[src/rtl/hfg_pkg.sv]
// Shared constants and width helpers for the hfg_nwayrec rectangle-feature pipeline.
package hfg_pkg;

    localparam int DATA_W_DEF  = 21;
    localparam int NUM_CORNERS = 4;

    // Corner slot order inside one channel of i4Rec, A in the LSBs.
    localparam int CORNER_A = 0;
    localparam int CORNER_B = 1;
    localparam int CORNER_C = 2;
    localparam int CORNER_D = 3;

    function automatic int rec_w(input int data_w);
        return data_w + 2;
    endfunction

    function automatic int feat_w(input int data_w, input int weight_w, input int num_rec);
        return rec_w(data_w) + weight_w + $clog2(num_rec);
    endfunction

endpackage

[src/rtl/hfg_rec_stage.sv]
// One rectangle channel: r = A + D - B - C over four integral-image corners,
// negated when the channel sign flag is set. Purely combinational.
module hfg_rec_stage import hfg_pkg::*; #(
    parameter  int DATA_W = DATA_W_DEF,
    localparam int REC_W  = rec_w(DATA_W)
) (
    input  logic [NUM_CORNERS*DATA_W-1:0] corners_i,
    input  logic                          sign_i,
    output logic signed [REC_W-1:0]       rec_o
);

    logic signed [REC_W-1:0] a_ext;
    logic signed [REC_W-1:0] b_ext;
    logic signed [REC_W-1:0] c_ext;
    logic signed [REC_W-1:0] d_ext;
    logic signed [REC_W-1:0] sum;

    // Two guard bits cover both the carry of A+D and the borrow of -B-C.
    always_comb begin
        a_ext = $signed({2'b00, corners_i[CORNER_A*DATA_W +: DATA_W]});
        b_ext = $signed({2'b00, corners_i[CORNER_B*DATA_W +: DATA_W]});
        c_ext = $signed({2'b00, corners_i[CORNER_C*DATA_W +: DATA_W]});
        d_ext = $signed({2'b00, corners_i[CORNER_D*DATA_W +: DATA_W]});
        sum   = a_ext + d_ext - b_ext - c_ext;
        rec_o = sign_i ? -sum : sum;
    end

endmodule

[src/rtl/hfg_nwayrec.sv]
// N-way rectangle feature pipeline: S1 input register, S2 per-channel rectangles,
// S3 weighted feature sum. The feature sum is built only with HFG_FEATURE_SUM_EN.
module hfg_nwayrec import hfg_pkg::*; #(
    parameter  int NUM_REC  = 8,
    parameter  int DATA_W   = DATA_W_DEF,
    parameter  int WEIGHT_W = 4,
    localparam int REC_W    = rec_w(DATA_W),
    localparam int FEAT_W   = feat_w(DATA_W, WEIGHT_W, NUM_REC)
) (
    input  logic                               iClk,
    input  logic                               iReset,
    input  logic                               iValid,
    output logic                               oReady,
    input  logic [NUM_REC-1:0]                 iSign,
    input  logic [NUM_REC*NUM_CORNERS*DATA_W-1:0] i4Rec,
    input  logic [NUM_REC*WEIGHT_W-1:0]        iWeight,
    output logic                               oValid,
    input  logic                               iReady,
    output logic [NUM_REC*REC_W-1:0]           oRec,
    output logic [FEAT_W-1:0]                  oFeature
);

    localparam int CORN_W = NUM_CORNERS * DATA_W;

    logic                         advance;

    logic                         vld_p0_q;
    logic [NUM_REC-1:0]           sign_p0_q;
    logic [NUM_REC*CORN_W-1:0]    corners_p0_q;

    logic                         vld_p1_q;
    logic signed [REC_W-1:0]      rec_p1_d [NUM_REC];
    logic signed [REC_W-1:0]      rec_p1_q [NUM_REC];

    logic                         vld_p2_q;
    logic signed [REC_W-1:0]      rec_p2_q [NUM_REC];

    // Whole pipe moves as one; it freezes only while a result waits on downstream.
    assign advance = !(vld_p2_q && !iReady);
    assign oReady  = advance;
    assign oValid  = vld_p2_q;

    always_ff @(posedge iClk) begin
        if (iReset) begin
            vld_p0_q <= 1'b0;
            vld_p1_q <= 1'b0;
            vld_p2_q <= 1'b0;
        end else if (advance) begin
            vld_p0_q <= iValid;
            vld_p1_q <= vld_p0_q;
            vld_p2_q <= vld_p1_q;
        end
    end

    always_ff @(posedge iClk) begin
        if (iReset) begin
            sign_p0_q    <= '0;
            corners_p0_q <= '0;
            for (int i = 0; i < NUM_REC; i++) begin
                rec_p1_q[i] <= '0;
                rec_p2_q[i] <= '0;
            end
        end else if (advance) begin
            if (iValid) begin
                sign_p0_q    <= iSign;
                corners_p0_q <= i4Rec;
            end
            if (vld_p0_q) begin
                rec_p1_q <= rec_p1_d;
            end
            if (vld_p1_q) begin
                rec_p2_q <= rec_p1_q;
            end
        end
    end

    for (genvar g = 0; g < NUM_REC; g++) begin : g_ch
        hfg_rec_stage #(
            .DATA_W (DATA_W)
        ) u_rec (
            .corners_i (corners_p0_q[g*CORN_W +: CORN_W]),
            .sign_i    (sign_p0_q[g]),
            .rec_o     (rec_p1_d[g])
        );
        assign oRec[g*REC_W +: REC_W] = rec_p2_q[g];
    end

`ifdef HFG_FEATURE_SUM_EN
    logic [NUM_REC*WEIGHT_W-1:0]  wgt_p0_q;
    logic [NUM_REC*WEIGHT_W-1:0]  wgt_p1_q;
    logic signed [FEAT_W-1:0]     feat_p2_d;
    logic signed [FEAT_W-1:0]     feat_p2_q;

    // Product is formed at full feature width so the accumulation can never wrap.
    function automatic logic signed [FEAT_W-1:0] weighted(
        input logic signed [REC_W-1:0] r,
        input logic [WEIGHT_W-1:0]     w
    );
        logic signed [FEAT_W-1:0] r_ext;
        logic signed [FEAT_W-1:0] w_ext;
        r_ext = {{(FEAT_W-REC_W){r[REC_W-1]}}, r};
        w_ext = {{(FEAT_W-WEIGHT_W){1'b0}}, w};
        return r_ext * w_ext;
    endfunction

    always_comb begin
        feat_p2_d = '0;
        for (int i = 0; i < NUM_REC; i++) begin
            feat_p2_d = feat_p2_d + weighted(rec_p1_q[i], wgt_p1_q[i*WEIGHT_W +: WEIGHT_W]);
        end
    end

    always_ff @(posedge iClk) begin
        if (iReset) begin
            wgt_p0_q  <= '0;
            wgt_p1_q  <= '0;
            feat_p2_q <= '0;
        end else if (advance) begin
            if (iValid) begin
                wgt_p0_q <= iWeight;
            end
            if (vld_p0_q) begin
                wgt_p1_q <= wgt_p0_q;
            end
            if (vld_p1_q) begin
                feat_p2_q <= feat_p2_d;
            end
        end
    end

    assign oFeature = feat_p2_q;
`else
    logic unused_weight;
    assign unused_weight = ^iWeight;
    assign oFeature      = '0;
`endif

endmodule

[config.mk]
export PLATFORM = sky130hd
export DESIGN_NAME = hfg_nwayrec
export DESIGN_NICKNAME = d
export VERILOG_FILES = /design/src/rtl/hfg_pkg.sv /design/src/rtl/hfg_rec_stage.sv /design/src/rtl/hfg_nwayrec.sv
export SDC_FILE = /design/constraint.sdc
export NUM_CORES = 2
export LEC_CHECK = 0
export CORE_AREA = 3 3 366 368
export CTS_CLUSTER_DIAMETER = 150
export DETAILED_ROUTE_END_ITERATION = 8
export DIE_AREA = 0 0 369 371
export GPL_ROUTABILITY_DRIVEN = 0
export PLACE_DENSITY = 0.76
export SLEW_MARGIN = 20
export SYNTH_ARGS = -nofsm -noshare
export SYNTH_HDL_FRONTEND = slang
export SYNTH_SLANG_ARGS = --single-unit
[constraint.sdc]
create_clock -name iClk -period 7.59 [get_ports iClk]
set_input_delay 0.759 -clock iClk [delete_from_list [all_inputs] [get_ports iClk]]
set_output_delay 0.759 -clock iClk [all_outputs]
set_load 0.005 [all_outputs]
; ---- Word-level counts from Yosys, hierarchy flattened
; Cells that the tools add are included.
[op_classes]
reduce_logical = 6
mux = 8
bitwise = 1
n_addsub = 32
[op_table]
columns = op, n
row1 = $sub 23x22->23, 16
row2 = $mux 23, 8
row3 = $neg 23->23, 8
row4 = $add 21x21->22, 8
row5 = $reduce_and 2->1, 3
row6 = $logic_not 1->1, 2
row7 = $logic_and 1x1->1, 1
row8 = $not 1->1, 1
[word_totals]
reg_bits = 1051
output_inout_bits = 216

; ---- Depth between registers and ports, before layout
[depth]
word_depth = 5
mapped_depth = 27
ltp_nobuf = 27

; ---- Modules after synthesis
; From an unflattened synthesis, not the netlist that was laid out.
[unflattened]
cells_unflattened = 7764
hier_area_um2 = 65012.4
[modules_own_cells]
columns = module, instances, area_each_um2, seq_area_each_um2, cells_per_inst
row1 = hfg_nwayrec, 1, 40816.6, 21040.2, 4576
row2 = hfg_rec_stage (g_ch[1].u_rec ...), 3, 2925.3, 0.0, 378
row3 = hfg_rec_stage (g_ch[5].u_rec ...), 2, 3114.2, 0.0, 412
row4 = hfg_rec_stage (g_ch[4].u_rec), 1, 3130.5, 0.0, 428
row5 = hfg_rec_stage (g_ch[7].u_rec), 1, 3100.5, 0.0, 408
row6 = hfg_rec_stage (g_ch[0].u_rec), 1, 2960.3, 0.0, 394

; ---- Least setup slack after synthesis
; OpenSTA, ideal clock, no wires.
[synth_timing]
kind = reg-to-reg
start = register corners_p0_q[505]
end = register rec_p1_q[45] in the netlist's numbering
setup_time_ps = 86
stages_incl_launch_ff = 22
t_arrival_ps = 5479
slack_ps = 2025
path_cell_list = dfxtp_1 -> ha_1 -> a21o_1 -> a21oi_1 -> o21ai_0 -> a211o_1 -> a31oi_1 -> o31a_1 -> inv_1 -> a21oi_1 -> xnor2_1 -> fa_1 -> ha_1 -> nor4b_1 -> a2111oi_0 -> o211ai_1 -> or4_1 -> or2_1 -> or4_4 -> o41ai_2 -> xor2_1 -> a211oi_1
[synth_via]
elab_chain_len = 5
[synth_rtl]
columns = element, line_no
row1 = start: declaration, hfg_nwayrec.sv:29  ; logic [NUM_REC*CORN_W-1:0] corners_p0_q;
row2 = start signal: assignment, hfg_nwayrec.sv:66  ; corners_p0_q <= i4Rec;
row3 = $add 21x21->22 *, hfg_rec_stage.sv:24  ; sum = a_ext + d_ext - b_ext - c_ext;
row4 = $sub 23x22->23 * (2 in series), hfg_rec_stage.sv:24
row5 = $neg 23->23, hfg_rec_stage.sv:25  ; rec_o = sign_i ? -sum : sum;
row6 = $mux 23 *, hfg_rec_stage.sv:25
row7 = end signal: assignment, hfg_nwayrec.sv:69  ; rec_p1_q <= rec_p1_d;
row8 = end: declaration, hfg_nwayrec.sv:33  ; logic signed [REC_W-1:0] rec_p1_q [NUM_REC];
; Every way passes the cells marked *; elsewhere a longest branch is shown, timed or not.
; A chain may end at the register's enable or synchronous reset.

; ---- Final worst setup path
[layout_timing]
start = register corners_p0_q[84]
end = register rec_p1_q[158] in the netlist's numbering
; Same word-level chain as after synthesis.

==> impl_results.md <==
- Buffers & Inverters on Critical Path: 1
- Starting Density: 46.0%
- P per Cell Area: 254 mW/mm²
- Post-CTS setup buffer count: 0
- DIE AREA: 0.137 mm²
- Most used cell, CP: o21ai_0
- Final HPWL from detailed placement: 140000 µm
- Num CTS Buffers: 116
- First-pass GRT wire length: 288000 µm
- Sequential area share after synthesis: 34.9%
- Synth Instances: 7831
- Largest net degree at the start of global routing: 237
- Nets@finish: 9691
- Max Fclk: 0.149 GHz
- CP peak stage delay: 0.62 ns
- Worst-skew pair later-pin latency: 0.74 ns
- Layout area overhead: 22.6%
- Worst path top cell family by delay: compound AO/OA/AOI/OAI gates
- CP arrival: 7.36 ns
- Fin. max-slew vios: 0
- CTS tree: yes
- Primary FF master, synth: dfxtp_1
- Clock Root Buffer: clkbuf_16
- Final setup fails: 0
- Worst VDD drop: 0.000232 V
- DRT iter0 DRCs: 4079
- Commonest non-fill, non-tap cell in the layout: nand2_1
- DR WL/cell: 18.0 µm
- Most frequent cells in the layout: nand2_1, a21oi_1, dfxtp_1
- Total wire length: 186000 µm
- # fillers: 11900
- Synth Register Bits: 1051
- Non-Filler Instances: 10300
- Static Leakage: 28.8 nW
- Unrepaired setup endpoints after global routing: false
- Core ar.: 0.131 mm²
- Placed cell count: 10100
- DRC: 0
- Port Buffer Count: 869
- Final Power: 0.0188 W
- Post-synth EDFFs: 0
- Max cap viols: 0
- DRT Pass-1 Iters: 5
- Setup Skew: 0.0311 ns
- Crit share post-route: 88.6%
- Async S/R FF share, synth: 0%
- Post-route ant nets: 0
- # IOs: 932
- Fin. Hold Viols: 0
- Distinct cells, synth: 90
- Share of cells above drive strength 1: 3.41%
- Yosys warns: 0
- Post-synthesis average cell area: 7.70 µm²
- Hold Buf Count CTS: 0
- CP max-delay cell: o31ai_1
- Post-Syn Area: 0.0603 mm²
- PostCTS Resize Cnt: 0
- Class of the most critical hold timing path: flop to flop
- WP data required: 8.23 ns
- Startpoint types: flop
- Gr usage total: 26.0%
- Chip Height: 371 µm
- Routed vias: 56100
- Total congestion overflow: 0
- Htree depth: 3
- Vias in the first global route: 54200
- Setup TNS: 0 ns
- Standard-cell rows: 133
- Num Clock Sinks: 1051
- Vias per cell: 5.44
- Max-slew headroom: 12.9%
- Crit Path Max Fanout: 9
- DIE WIDTH: 369 µm
- Status: finished, final reports clean
- Initial antenna violation count: 2
- Critical path class: flop to flop
- Min Tclk post-route: 6.72 ns
- Actual slew at the worst max-slew pin: 1.31 ns
- Crit. End Element: flop
- Clk pin slew, worst setup/hold paths: 0.06 ns
- Clk buf depth: 3
final timing paths:
kind	start	cells after the start	end	slack [ns]
setup reg to reg	corners_p0_q[84]	25	rec_p1_q[158]	0.87
hold reg to reg	rec_p1_q[156]	2	oRec[41]	0.44
setup / recovery	corners_p0_q[84]	25	rec_p1_q[158]	0.87
hold / removal	rec_p1_q[156]	2	oRec[41]	0.44
metal layers:
layer | share of wire, % | track usage, %
met5 | 0 | 0
met3 | 7.8 | 6.62
met4 | 5.4 | 13.0
met2 | 46 | 42.5
met1 | 41 | 31.8
worst reg2reg max path, stage by stage, from the launching register on:
cell and delay (ns):
dfxtp_1 0.34, ha_1 0.17, inv_1 0.06, fa_1 0.40, nor2b_1 0.14, o21ai_0 0.11, a21boi_0 0.34, o21ai_0 0.20
a21oi_1 0.32, a211o_1 0.20, o21a_1 0.11, nor2_1 0.04, xnor2_1 0.42, fa_1 0.51, ha_1 0.43, a21o_1 0.22
a21o_1 0.16, a21oi_1 0.19, o21ai_0 0.20, a31oi_1 0.32, a211oi_1 0.19, o31a_1 0.32, o31ai_1 0.62, a41oi_1 0.25
xnor2_1 0.19, a211oi_1 0.22
final cells by class:
class | count | area (µm²) | share of cell area (%)
clock buffer | 161 | 3300 | 4.47
inverter | 466 | 1750 | 2.36
tap | 1755 | 2200 | 2.97
multi-input combinational | 5904 | 35900 | 48.6
clock inverter | 54 | 663 | 0.896
sequential | 1051 | 21000 | 28.4
timing repair buffer | 908 | 9110 | 12.3
antenna | 1 | 2.50 | 0.00338
per-stage QoR:
step / hold slack, ns / setup slack [ns] / cell area, µm² / util (%)
after floorplan: 0.425 / 2.03 / 60400 / -
after global placement: 0.437 / 1.40 / 70000 / 53.4
after detailed placement: 0.442 / 1.17 / 70000 / 53.4
after CTS: 0.416 / 1.09 / 74000 / 56.4
after global routing: 0.454 / 0.494 / 74000 / 56.4
final: 0.440 / 0.866 / 74000 / 56.4
registers in the layout (all words and copies together) (netlist names):
signal,cells
corners_p0_q,672
oRec,184
rec_p1_q,184
sign_p0_q,8
oValid,1
vld_p0_q,1
vld_p1_q,1
Yosys cell counts, types with 159 or more instances:
master	n	share of area [%]
o21ai_0	192	1.6
clkbuf_1	357	2.2
xor2_1	159	2.3
a211oi_1	167	2.1
dfxtp_1	1051	35
fa_1	176	5.8
nand2_1	2003	12
ha_1	352	7.3
inv_1	466	2.9
a21oi_1	1118	9.3
nor2_1	379	2.4
xnor2_1	227	3.3
logic make-up after synthesis:
family                   share of synthesized area, %
AO/OA/AOI/OAI                                    19.8
flip-flops                                       34.9
other                                         0.00622
multiplexers                                    0.236
AND/OR/NAND/NOR                                  20.5
XOR/XNOR                                         5.60
adder cells (fa/ha/maj)                          13.1
buffers and inverters                            5.82
where the power goes:
part	internal, W	switching (W)	leakage [nW]	total (W)
clock network	0.00345	0.00242	1.93	0.00587
logic	0.00277	0.00402	18.2	0.00679
registers	0.00588	0.000229	8.63	0.00611
total	0.0121	0.00667	28.8	0.0188
Note: power is estimated with default switching activity, not from simulation.
